## src/rtl/icache_dm_ro_if.sv

```systemverilog
// Fetch-port and line-fill bus of the read-only instruction cache.
// The slave side is the cache; the master side is the core plus instruction memory.
interface icache_dm_ro_if;
    logic         proc_read;
    logic [29:0]  proc_addr;
    logic [31:0]  proc_rdata;
    logic         proc_stall;
    logic         mem_read;
    logic [27:0]  mem_addr;
    logic [127:0] mem_rdata;
    logic         mem_ready;

    modport slave (
        input  proc_read, proc_addr, mem_rdata, mem_ready,
        output proc_rdata, proc_stall, mem_read, mem_addr
    );

    modport master (
        output proc_read, proc_addr, mem_rdata, mem_ready,
        input  proc_rdata, proc_stall, mem_read, mem_addr
    );
endinterface

```

## src/rtl/icache_dm_ro.sv

```systemverilog
// Direct-mapped, read-only instruction cache with 4-word lines, zero-latency hits,
// a single outstanding line fill and saturating hit/miss counters.
module icache_dm_ro #(
    parameter int INDEX_W = 3,
    parameter int CNT_W   = 16
) (
    input  logic             clk,
    input  logic             rst_n,
    icache_dm_ro_if.slave    bus,
    output logic [CNT_W-1:0] hit_cnt,
    output logic [CNT_W-1:0] miss_cnt
);
    localparam int LINES = 1 << INDEX_W;
    localparam int TAG_W = 28 - INDEX_W;

    localparam logic [0:0] S_IDLE  = 1'b0;
    localparam logic [0:0] S_FETCH = 1'b1;

    logic [0:0]       state;
    logic [27:0]      miss_line;
    logic [LINES-1:0] valid;
    logic [TAG_W-1:0] tag_arr  [LINES];
    logic [127:0]     data_arr [LINES];

    logic [1:0]         offset;
    logic [INDEX_W-1:0] index;
    logic [TAG_W-1:0]   tag;
    logic [INDEX_W-1:0] fill_index;
    logic [TAG_W-1:0]   fill_tag;
    logic [127:0]       line;
    logic               hit;
    logic               miss;
    logic               fill;

    assign offset     = bus.proc_addr[1:0];
    assign index      = bus.proc_addr[INDEX_W+1:2];
    assign tag        = bus.proc_addr[29:INDEX_W+2];
    assign fill_index = miss_line[INDEX_W-1:0];
    assign fill_tag   = miss_line[27:INDEX_W];
    assign line       = data_arr[index];

    // Lookups only count in IDLE; while a fill is outstanding the fetch port is ignored.
    assign hit  = (state == S_IDLE) && bus.proc_read && valid[index] && (tag_arr[index] == tag);
    assign miss = (state == S_IDLE) && bus.proc_read && !hit;
    assign fill = (state == S_FETCH) && bus.mem_ready;

    assign bus.proc_stall = (state == S_FETCH) || miss;
    assign bus.proc_rdata = hit ? line[{offset, 5'b0} +: 32] : 32'h0;
    assign bus.mem_read   = (state == S_FETCH);
    assign bus.mem_addr   = miss_line;

    always_ff @(posedge clk or negedge rst_n) begin
        if (!rst_n) begin
            state     <= S_IDLE;
            miss_line <= '0;
            valid     <= '0;
            hit_cnt   <= '0;
            miss_cnt  <= '0;
        end else begin
            if (hit && (hit_cnt != '1))
                hit_cnt <= hit_cnt + CNT_W'(1);
            if (miss) begin
                miss_line <= bus.proc_addr[29:2];
                state     <= S_FETCH;
                if (miss_cnt != '1)
                    miss_cnt <= miss_cnt + CNT_W'(1);
            end
            if (fill) begin
                valid[fill_index] <= 1'b1;
                state             <= S_IDLE;
            end
        end
    end

    // Tag and data storage carry no reset; the valid bits alone qualify them.
    always_ff @(posedge clk) begin
        if (fill) begin
            tag_arr[fill_index]  <= fill_tag;
            data_arr[fill_index] <= bus.mem_rdata;
        end
    end
endmodule

```

## src/flat_wrapper.sv

```systemverilog
// flat-port wrapper written by rule: the top's interface ports become plain ports
module icache_dm_ro_flat 
#(
    parameter int INDEX_W = 3,
    parameter int CNT_W   = 16
)
  (clk, rst_n, hit_cnt, miss_cnt, bus_proc_read, bus_proc_addr, bus_mem_rdata, bus_mem_ready, bus_proc_rdata, bus_proc_stall, bus_mem_read, bus_mem_addr);
  icache_dm_ro_if bus_i ();
  input  logic clk;
  input  logic rst_n;
  output logic [CNT_W-1:0] hit_cnt;
  output logic [CNT_W-1:0] miss_cnt;
  input wire logic [$bits(bus_i.proc_read)-1:0] bus_proc_read;
  input wire logic [$bits(bus_i.proc_addr)-1:0] bus_proc_addr;
  input wire logic [$bits(bus_i.mem_rdata)-1:0] bus_mem_rdata;
  input wire logic [$bits(bus_i.mem_ready)-1:0] bus_mem_ready;
  output wire logic [$bits(bus_i.proc_rdata)-1:0] bus_proc_rdata;
  output wire logic [$bits(bus_i.proc_stall)-1:0] bus_proc_stall;
  output wire logic [$bits(bus_i.mem_read)-1:0] bus_mem_read;
  output wire logic [$bits(bus_i.mem_addr)-1:0] bus_mem_addr;
  assign bus_i.proc_read = bus_proc_read;
  assign bus_i.proc_addr = bus_proc_addr;
  assign bus_i.mem_rdata = bus_mem_rdata;
  assign bus_i.mem_ready = bus_mem_ready;
  assign bus_proc_rdata = bus_i.proc_rdata;
  assign bus_proc_stall = bus_i.proc_stall;
  assign bus_mem_read = bus_i.mem_read;
  assign bus_mem_addr = bus_i.mem_addr;
  icache_dm_ro #(.INDEX_W(INDEX_W), .CNT_W(CNT_W)) u_core (.clk(clk), .rst_n(rst_n), .bus(bus_i), .hit_cnt(hit_cnt), .miss_cnt(miss_cnt));
endmodule
```

## config.mk

```make
export PLATFORM = sky130hd
export DESIGN_NAME = icache_dm_ro_flat
export DESIGN_NICKNAME = d
export VERILOG_FILES = /design/src/rtl/icache_dm_ro_if.sv /design/src/rtl/icache_dm_ro.sv /design/src/flat_wrapper.sv
export SDC_FILE = /design/constraint.sdc
export NUM_CORES = 1
export LEC_CHECK = 0
export BUFFER_PORTS_ARGS = -buffer_cell sky130_fd_sc_hd__buf_2
export CELL_PAD_IN_SITES_DETAIL_PLACEMENT = 1
export CELL_PAD_IN_SITES_GLOBAL_PLACEMENT = 1
export CORE_MARGIN = 2
export CORE_UTILIZATION = 30
export CTS_BUF_LIST = sky130_fd_sc_hd__clkbuf_2 sky130_fd_sc_hd__clkbuf_4 sky130_fd_sc_hd__clkbuf_8
export DETAILED_ROUTE_END_ITERATION = 6
export PLACE_DENSITY = 0.57
export SLEW_MARGIN = 20
export SYNTH_ARGS = -nofsm -noshare
export SYNTH_HDL_FRONTEND = slang
export SYNTH_SLANG_ARGS = --single-unit
```

## constraint.sdc

```tcl
create_clock -name clk -period 16.3 [get_ports clk]
set_input_delay 1.63 -clock clk [delete_from_list [all_inputs] [get_ports clk]]
set_output_delay 1.63 -clock clk [all_outputs]
set_load 0.05 [all_outputs]
```

### After elaboration in Yosys (flattened, before gate mapping)

Memory sizes are Yosys's and may differ from the RTL's.
Cells that the tools add are included.

* add/subtract/negate cells: 2
* multiply operators: 0
* divide/modulo/power cells: 0
* $lt $le $gt $ge: 3
* equality and inequality tests: 3
* shift-type cells: 1
* mux-type cells: 9
* bitwise gates (word level): 2
* reductions and logical operators: 11

Operator list (number)
* 128-bit by 8-bit indexed part select with 32-bit output: 1
* 16-bit by 1-bit adder with 16-bit output, second input constant: 2
* 32-bit 2-to-1 mux: 1
* 16-bit inequality test, second input constant: 2
* 25-bit equality test: 1
* 3-bit by 4-bit < comparator with 1-bit output, second input constant: 2
* 8-bit bitwise OR: 1
* 1-bit logical AND: 7
* 1-bit 2-to-1 mux: 6
* 1-bit binary-select mux with 3-bit select: 1
* 1-bit demux with 3-bit select: 1
* 3-bit by 1-bit >= comparator with 1-bit output, second input constant: 1
* 2-bit AND reduction: 1
* 2-bit nonzero test: 1
* 1-bit zero test: 1
* 1-bit logical OR: 1
* 1-bit NOT: 1

* register bits after elaboration: 69
* bits in latches: 0
* bits in writable memories: 1224
* bits in read-only memories: 0
* input port bits: 162
* memories: 2

Memory list
* u_core.data_arr: depth 8, bits a word 128, rd ports 1, clocked after Yosys merged registers in 0, wr ports 1, line icache_dm_ro.sv:23 `logic [127:0] data_arr [LINES];`
* u_core.tag_arr: depth 8, bits a word 25, rd ports 1, clocked after Yosys merged registers in 0, wr ports 1, line icache_dm_ro.sv:22 `logic [TAG_W-1:0] tag_arr [LINES];`

### Longest topological paths before layout

Gate-level depths: netlist of run 1.

* depth in word-level cells: 8
* depth in mapped cells: 14
* mapped depth without buffers: 8

### Worst setup path after synthesis of run 1

Ideal clock, no wire load.

* kind: input to register
* from: in bus_mem_ready
* to: reg u_core.valid[4]
* data arrival time: 13.135 ns
* data required time: 16.169 ns
* slack: 3.034 ns
* stages on the path: 3
* path buffers: 0
* path through: nand2_1 > nor3_1 > or2_2

* word-level cells in the longest chain between the ends: 1

RTL lines
* from (decl): line flat_wrapper.sv:16 `input wire logic [$bits(bus_i.mem_ready)-1:0] bus_mem_ready;`
* 1-bit logical AND: line icache_dm_ro.sv:45 `assign fill = (state == S_FETCH) && bus.mem_ready;`
* to (signal assigned): line icache_dm_ro.sv:56 `valid <= '0;`
* to (signal, indexed assignment): line icache_dm_ro.sv:69 `valid[fill_index] <= 1'b1;`
* to (decl): line icache_dm_ro.sv:21 `logic [LINES-1:0] valid;`

No other way between the ends.
A chain may end at the register's enable or synchronous reset.

### Worst setup path after layout of run 1

* from: in bus_proc_addr[2]
* to: out bus_proc_rdata[4]

* word-level cells in the longest chain between the ends: 5
* elaborated cells on any way between the ends: 9
* classes of those cells: eq/ne: 1; shift: 1; mux: 3; reduce/logical: 2; memory: 2

RTL lines
* from (decl): line flat_wrapper.sv:14 `input wire logic [$bits(bus_i.proc_addr)-1:0] bus_proc_addr;`
* parallel branches: the longest is 4 deep, another holds memory 8 x 128 bit
* 32-bit 2-to-1 mux (*): line icache_dm_ro.sv:48 `assign bus.proc_rdata = hit ? line[{offset, 5'b0} +: 32] : 32'h0;`
* to (decl): line flat_wrapper.sv:17 `output wire logic [$bits(bus_i.proc_rdata)-1:0] bus_proc_rdata;`

Mark *: on every way between the ends. The select of a mux whose other input is x is not followed.

==> impl_metrics.py, run 1 <==
metrics = {
    "outcome": {
        "outcome": "completed",
    },
    "cts": {
        "clockRootBuffer": "clkbuf_8",
        "hold_buffers": 0,
        "path_clk_slew_ps": 60,
        "cts.repair.resized": 0,
        "htreeDepth": 4,
        "cts_tree": "yes",
        "post_cts_buffers": 0,
        "clock_latency_ps": 900,
        "clock-sinks": 1293,
        "numCtsBuffers": 212,
        "cts_buffer_depth": 3,
    },
    "placed_design": {
        "dp_hpwl_um": 67470,
        "post_dp_cell_area_um2": 53620,
        "portBuffers": 255,
        "dpl.cell_count": 4476,
        "gp_congestion": 0.7228,
    },
    "setup_path": {
        "path_cells": "buf_8 -> mux4_2 -> mux2i_1 -> xnor2_1 -> nor4_1 -> nand4_1 -> buf_4 -> nor2_1 -> buf_2",
        "crit_type": "in -> out",
        "crit_fanout": 88,
        "worst_ep_arrival_time_ps": 5560,
        "critical_path.top_delay_family": "simple AND/OR/NAND/NOR gates",
        "worstReg2RegEnd": "u_core.bus.mem_addr[25]",
        "max_stage_delay_ps": 830,
        "r2r_slack_ps": 12320,
        "worstSetupEndpointType": "output port",
        "cp_data_required_time_ps": 14670,
        "cp_num_buf_inv": 3,
        "r2r-start": "u_core.tag_arr[5][15]",
        "rr_worst_depth": 9,
        "slowest_stage": "nor4_1",
        "crit_path_start_kind": "input port",
    },
    "synth": {
        "seq_area_frac_synth_pct": 77.50,
        "ys_async_sr_fraction_pct": 5.336,
        "yosysMostFrequentCell": "edfxtp_1",
        "synthTopCellsByCount": "edfxtp_1, mux4_2, dfrtp_1, mux2i_1, nor2_1",
        "ys.flop_type": "edfxtp_1",
        "synth_area_leaders": "edfxtp_1, mux4_2, dfrtp_1",
        "syn-cell-area_um2": 49650,
        "yosys.cell_types.count": 44,
        "synth.top_cell.area_share_pct": 74.02,
        "yosysWarnings": 0,
        "syn_nets": 2264,
        "ys_ff_latch": 1293,
        "syn_inst": 2100,
        "synth_largest_area_cell": "edfxtp_1",
        "syn-mean-instance-area_um2": 23.64,
        "synth_edf_count": 1224,
    },
    "detailed_routing": {
        "dr.pass1.iters": 5,
        "drc": 0,
        "wl_per_cell_um": 25.20,
        "first_iter_violations": 1707,
        "wl_um": 122700,
        "vias_per_cell": 4.758,
        "ant_nets": 0,
        "vias": 23170,
    },
    "die": {
        "chipHeight_um": 410.8,
        "initial_core_util_pct": 30.16,
        "dieArea_um2": 168800,
        "row_count": 149,
        "core-area_um2": 164600,
        "io_pins": 256,
        "die_w_um": 410.8,
    },
    "global_route": {
        "grt_pass1_wl_um": 178300,
        "grt_max_degree": 148,
        "grt_pass1_vias": 25780,
        "grt_usage_pct": 14.53,
        "grt.overflow.total": 0,
        "antenna_found_initial": 65,
    },
    "power": {
        "p_switching_mw": 1.734,
        "leakage_nw": 18.85,
        "p_int_mw": 5.494,
        "power.total_mw": 7.227,
        "swShare_pct": 23.99,
        "powerDensity_nw_per_um2": 125.0,
        "irDropWorstVdd_mv": 0.07638,
        "combPwrFrac_pct": 8.0,
        "power_frac_clock_pct": 38.1,
        "seqPwrFrac_pct": 53.9,
    },
    "timing": {
        "tightest_slew_ps": 1050,
        "slew_headroom_pct": 30.02,
        "tns_ps": 0,
        "post-route-period-util_pct": 44.11,
        "rsz0062_at_grt": "no",
        "hold_viol": 0,
        "finalSetupViolations": 0,
        "drv_slew": 0,
        "final.setup_skew_ps": 46.07,
        "max_freq_mhz": 139.1,
        "period_needed_ps": 7189,
    },
    "worst_hold_path": {
        "hold_path.class": "reg -> reg",
        "holdPathEnd": "u_core.valid[4]",
        "hp-start": "u_core.valid[4]",
        "whs_path_depth": 1,
    },
    "layout": {
        "instances_no_fill": 4869,
        "final_nets": 2667,
        "drive_gt1_share_pct": 39.04,
        "design_area_um2": 57820,
        "area.growth.synth_to_final_pct": 16.44,
        "final_util_pct": 35.12,
    },
    "job": {
        "max_cap_violations": 0,
    },
}
[layer usage]
layer,share of wire (%),GRT usage [%]
met1,42,18.72
met2,49,24.08
met3,6.3,4.010
met4,2.2,4.006
met5,0.28,0
[power by group through the flow]
| stage | combinational, mW | clock (mW) | sequential [mW] |
|---|---|---|---|
| final | 0.576 | 2.75 | 3.90 |
| after global routing | 0.619 | 2.98 | 3.91 |
| after CTS | 0.592 | 2.85 | 3.90 |
| after detailed placement | 0.592 | 0 | 3.97 |
| after global placement | 0.581 | 0 | 3.95 |
| after floorplan | 0.286 | 0 | 4.05 |
[registers in the layout (all words and copies together) (netlist names)]
name	count
u_core.valid	8
u_core.data_arr	1024
u_core.hit_cnt	16
u_core.miss_cnt	16
u_core.bus.mem_read	1
u_core.tag_arr	200
u_core.bus.mem_addr	28
[worst max path at each step]
stage | endpoint | cells past startpoint | start
finish | bus_proc_rdata[4] | 9 | bus_proc_addr[2]
global route | bus_proc_rdata[4] | 9 | bus_proc_addr[2]
CTS | bus_proc_rdata[5] | 11 | bus_proc_addr[2]
detailed placement | bus_proc_rdata[5] | 11 | bus_proc_addr[2]
global placement | bus_proc_rdata[15] | 11 | bus_proc_addr[2]
floorplan | u_core.valid[4] | 3 | bus_mem_ready
[stage by stage]
| step | worst slack [ps] | hold WS, ps |
|---|---|---|
| 6_report | 9111 | 476.3 |
| 5_1_grt | 8878 | 502.7 |
| 4_1_cts | 8842 | 471.3 |
| 3_5_place_dp | 8857 | 452.8 |
| 3_3_place_gp | 8994 | 446.5 |
| 2_1_floorplan | 3034 | 433.7 |
[cell usage in the layout, fill, tap and decap left out, drive strengths merged, types with 3 or more instances in the layout]
master | netlist | final
a22o | 3 | 3
a22oi | 4 | 4
and3 | 15 | 15
buf | 63 | 292
bufinv | 0 | 5
clkbuf | 41 | 281
clkinv | 0 | 87
clkinvlp | 0 | 7
dfrtp | 69 | 69
diode | 0 | 6
edfxtp | 1224 | 1224
inv | 1 | 7
mux2 | 41 | 41
mux2i | 69 | 69
mux4 | 360 | 360
nand2 | 28 | 28
nand2b | 5 | 5
nand3 | 15 | 15
nand4 | 11 | 11
nor2 | 48 | 48
nor2b | 7 | 7
nor3 | 11 | 11
nor4 | 7 | 7
o211ai | 3 | 3
o21ai | 3 | 3
or2 | 9 | 9
xnor2 | 19 | 19
xor2 | 27 | 27
[area by class of cell]
| cell class | count | area (µm²) |
|---|---|---|
| clock buffers | 280 | 3466 |
| fillers | 16080 | 106800 |
| well taps | 2189 | 2739 |
| repair buffers | 293 | 1717 |
| diodes | 6 | 15.01 |
| clock inverters | 105 | 656.9 |
| flip-flops and latches | 1293 | 38480 |
| inverters | 1 | 3.754 |
| multi-input cells | 702 | 10740 |
[cells by family after synthesis]
group / Yosys count / share of synthesized area, %
AND/OR/NAND/NOR: 164 / 1.701
buffers and inverters: 105 / 0.9953
XOR/XNOR: 46 / 0.8114
AO/OA/AOI/OAI: 20 / 0.2923
flip-flops: 1293 / 77.50
multiplexers: 470 / 18.65
adder cells (fa/ha/maj): 2 / 0.05039
(Power assumes the default switching activity.)
==> run 2, diff against run 1 <==
Clock period 16.3 ns to 7.4 ns, I/O delays scaled along.
==> impl_metrics.py, run 2 (synthesis results as in run 1) <==
metrics = {
    "layout": {
        "area.growth.synth_to_final_pct": 19.44,
        "layout_common_cells": "edfxtp_1, mux4_2, buf_2",
        "design_area_um2": 59300,
        "multiInputGateArea_um2": 10750,
        "seqCellArea_um2": 38480,
        "nFillCells": 16060,
        "final_nets": 2787,
        "layout.cells.most_common": "edfxtp_1",
        "largest_register": "u_core.data_arr",
        "largest_register_ffs": 1024,
        "drive_gt1_share_pct": 37.32,
    },
    "global_route": {
        "antenna_found_initial": 31,
        "grt.overflow.total": 0,
        "grt_max_degree": 145,
        "grt_pass1_wl_um": 181400,
        "grt_usage_pct": 14.69,
        "grt_pass1_vias": 26330,
    },
    "cts": {
        "clock_latency_ps": 910,
        "path_clk_slew_ps": 50,
        "htreeDepth": 4,
        "cts.repair.resized": 0,
        "cts_buffer_depth": 3,
        "clockRootBuffer": "clkbuf_8",
        "clock-sinks": 1293,
        "numCtsBuffers": 215,
        "cts_tree": "yes",
        "post_cts_buffers": 0,
    },
    "detailed_routing": {
        "ant_nets": 0,
        "drc": 0,
        "wl_per_cell_um": 24.72,
        "wl_um": 123600,
        "first_iter_violations": 1626,
        "dr.pass1.iters": 5,
        "vias_per_cell": 4.732,
        "vias": 23670,
    },
    "setup_path": {
        "r2r_slack_ps": 3070,
        "crit_start": "bus_proc_addr[2]",
        "path_cells": "buf_8 -> buf_4 -> mux4_2 -> mux2i_1 -> xor2_1 -> nand4_1 -> nor2_1 -> nand4_1 -> buf_4 -> nor2_1 -> buf_2",
        "worst_ep_arrival_time_ps": 4470,
        "worstSetupEndpointType": "output port",
        "slowest_stage": "buf_4",
        "r2r-start": "u_core.tag_arr[3][14]",
        "cp_data_required_time_ps": 6660,
        "rr_worst_depth": 10,
        "crit_type": "in -> out",
        "critical_path.top_delay_family": "buffers and inverters",
        "crit_path_start_kind": "input port",
        "cp_num_buf_inv": 4,
        "endpoint": "bus_proc_rdata[13]",
        "critical_path_depth": 11,
        "crit_fanout": 64,
        "max_stage_delay_ps": 730,
        "worstReg2RegEnd": "u_core.bus.mem_addr[18]",
    },
    "power": {
        "leakage_nw": 19.48,
        "irDropWorstVdd_mv": 0.2360,
        "powerDensity_nw_per_um2": 274.8,
        "power.total_mw": 16.30,
    },
    "timing": {
        "max_freq_mhz": 191.9,
        "finalSetupViolations": 0,
        "rsz0062_at_grt": "no",
        "tns_ps": 0,
        "slew_headroom_pct": 20.77,
        "hold_viol": 0,
        "drv_slew": 0,
        "final.setup_skew_ps": 45.57,
        "tightest_slew_ps": 1188,
        "period_needed_ps": 5211,
        "post-route-period-util_pct": 70.42,
    },
    "placed_design": {
        "post_dp_cell_area_um2": 53650,
        "dp_hpwl_um": 65760,
        "portBuffers": 255,
        "gp_congestion": 0.7295,
    },
    "die": {
        "die_w_um": 410.8,
        "dieArea_um2": 168800,
        "row_count": 149,
        "chipHeight_um": 410.8,
        "core-area_um2": 164600,
        "io_pins": 256,
        "initial_core_util_pct": 30.16,
    },
    "worst_hold_path": {
        "hold_path.class": "in -> reg",
    },
    "job": {
        "max_cap_violations": 0,
    },
    "outcome": {
        "outcome": "completed",
    },
}
-- run 2: repair_timing --
item / 4_1_cts / 5_1_grt
setup endpoints to repair: 0 / 0
hold buffers: 122 / 1
hold endpoints to repair: 811 / 64
-- run 2: final cells by class --
class / count / share of cell area (%)
Tap cell: 2189 / 4.618
Clock inverter: 109 / 1.426
Multi-Input combinational cell: 702 / 18.12
Timing Repair Buffer: 410 / 4.962
Clock buffer: 285 / 5.929
Antenna cell: 12 / 0.05064
Sequential cell: 1293 / 64.89
Inverter: 1 / 0.006329
-- run 2: worst min path at each step --
stage | from | to | slack [ps] | depth (start not counted)
after floorplan | u_core.valid[2] | u_core.valid[2] | 430 | 1
after global placement | u_core.valid[2] | u_core.valid[2] | 450 | 1
after detailed placement | u_core.valid[3] | u_core.valid[3] | 450 | 1
after CTS | rst_n | u_core.bus.mem_addr[15] | 0.6 | 2
after global routing | bus_proc_addr[23] | u_core.bus.mem_addr[21] | 30 | 2
final | bus_mem_rdata[67] | u_core.data_arr[4][67] | 130 | 1
-- run 2: metal layers --
metal / vias to the layer above / routed length, µm / GRT usage, %
li1: 10030 / - / -
met3: 242 / 6369 / 3.353
met4: 24 / 2675 / 4.196
met5: - / 149 / 0
met2: 648 / 60600 / 24.06
met1: 12720 / 53860 / 19.59
-- run 2: power breakdown --
group / internal, mW / switching, mW / total [mW]
logic: 0.507 / 0.825 / 1.33
registers: 8.41 / 0.181 / 8.59
clock network: 3.41 / 2.96 / 6.37
-- run 2: per-stage QoR --
step           std cells  setup WS, ps  hold slack [ps]  util [%]
2_1_floorplan       2100        -940.3            433.7         -
6_report            5001          2189            126.7     36.03
4_1_cts             4987          2028           0.6385     35.98
5_1_grt             4996          1897            33.96     36.02
3_5_place_dp        4471          1719            450.3     32.59
3_3_place_gp        4471          1793            445.9     32.59
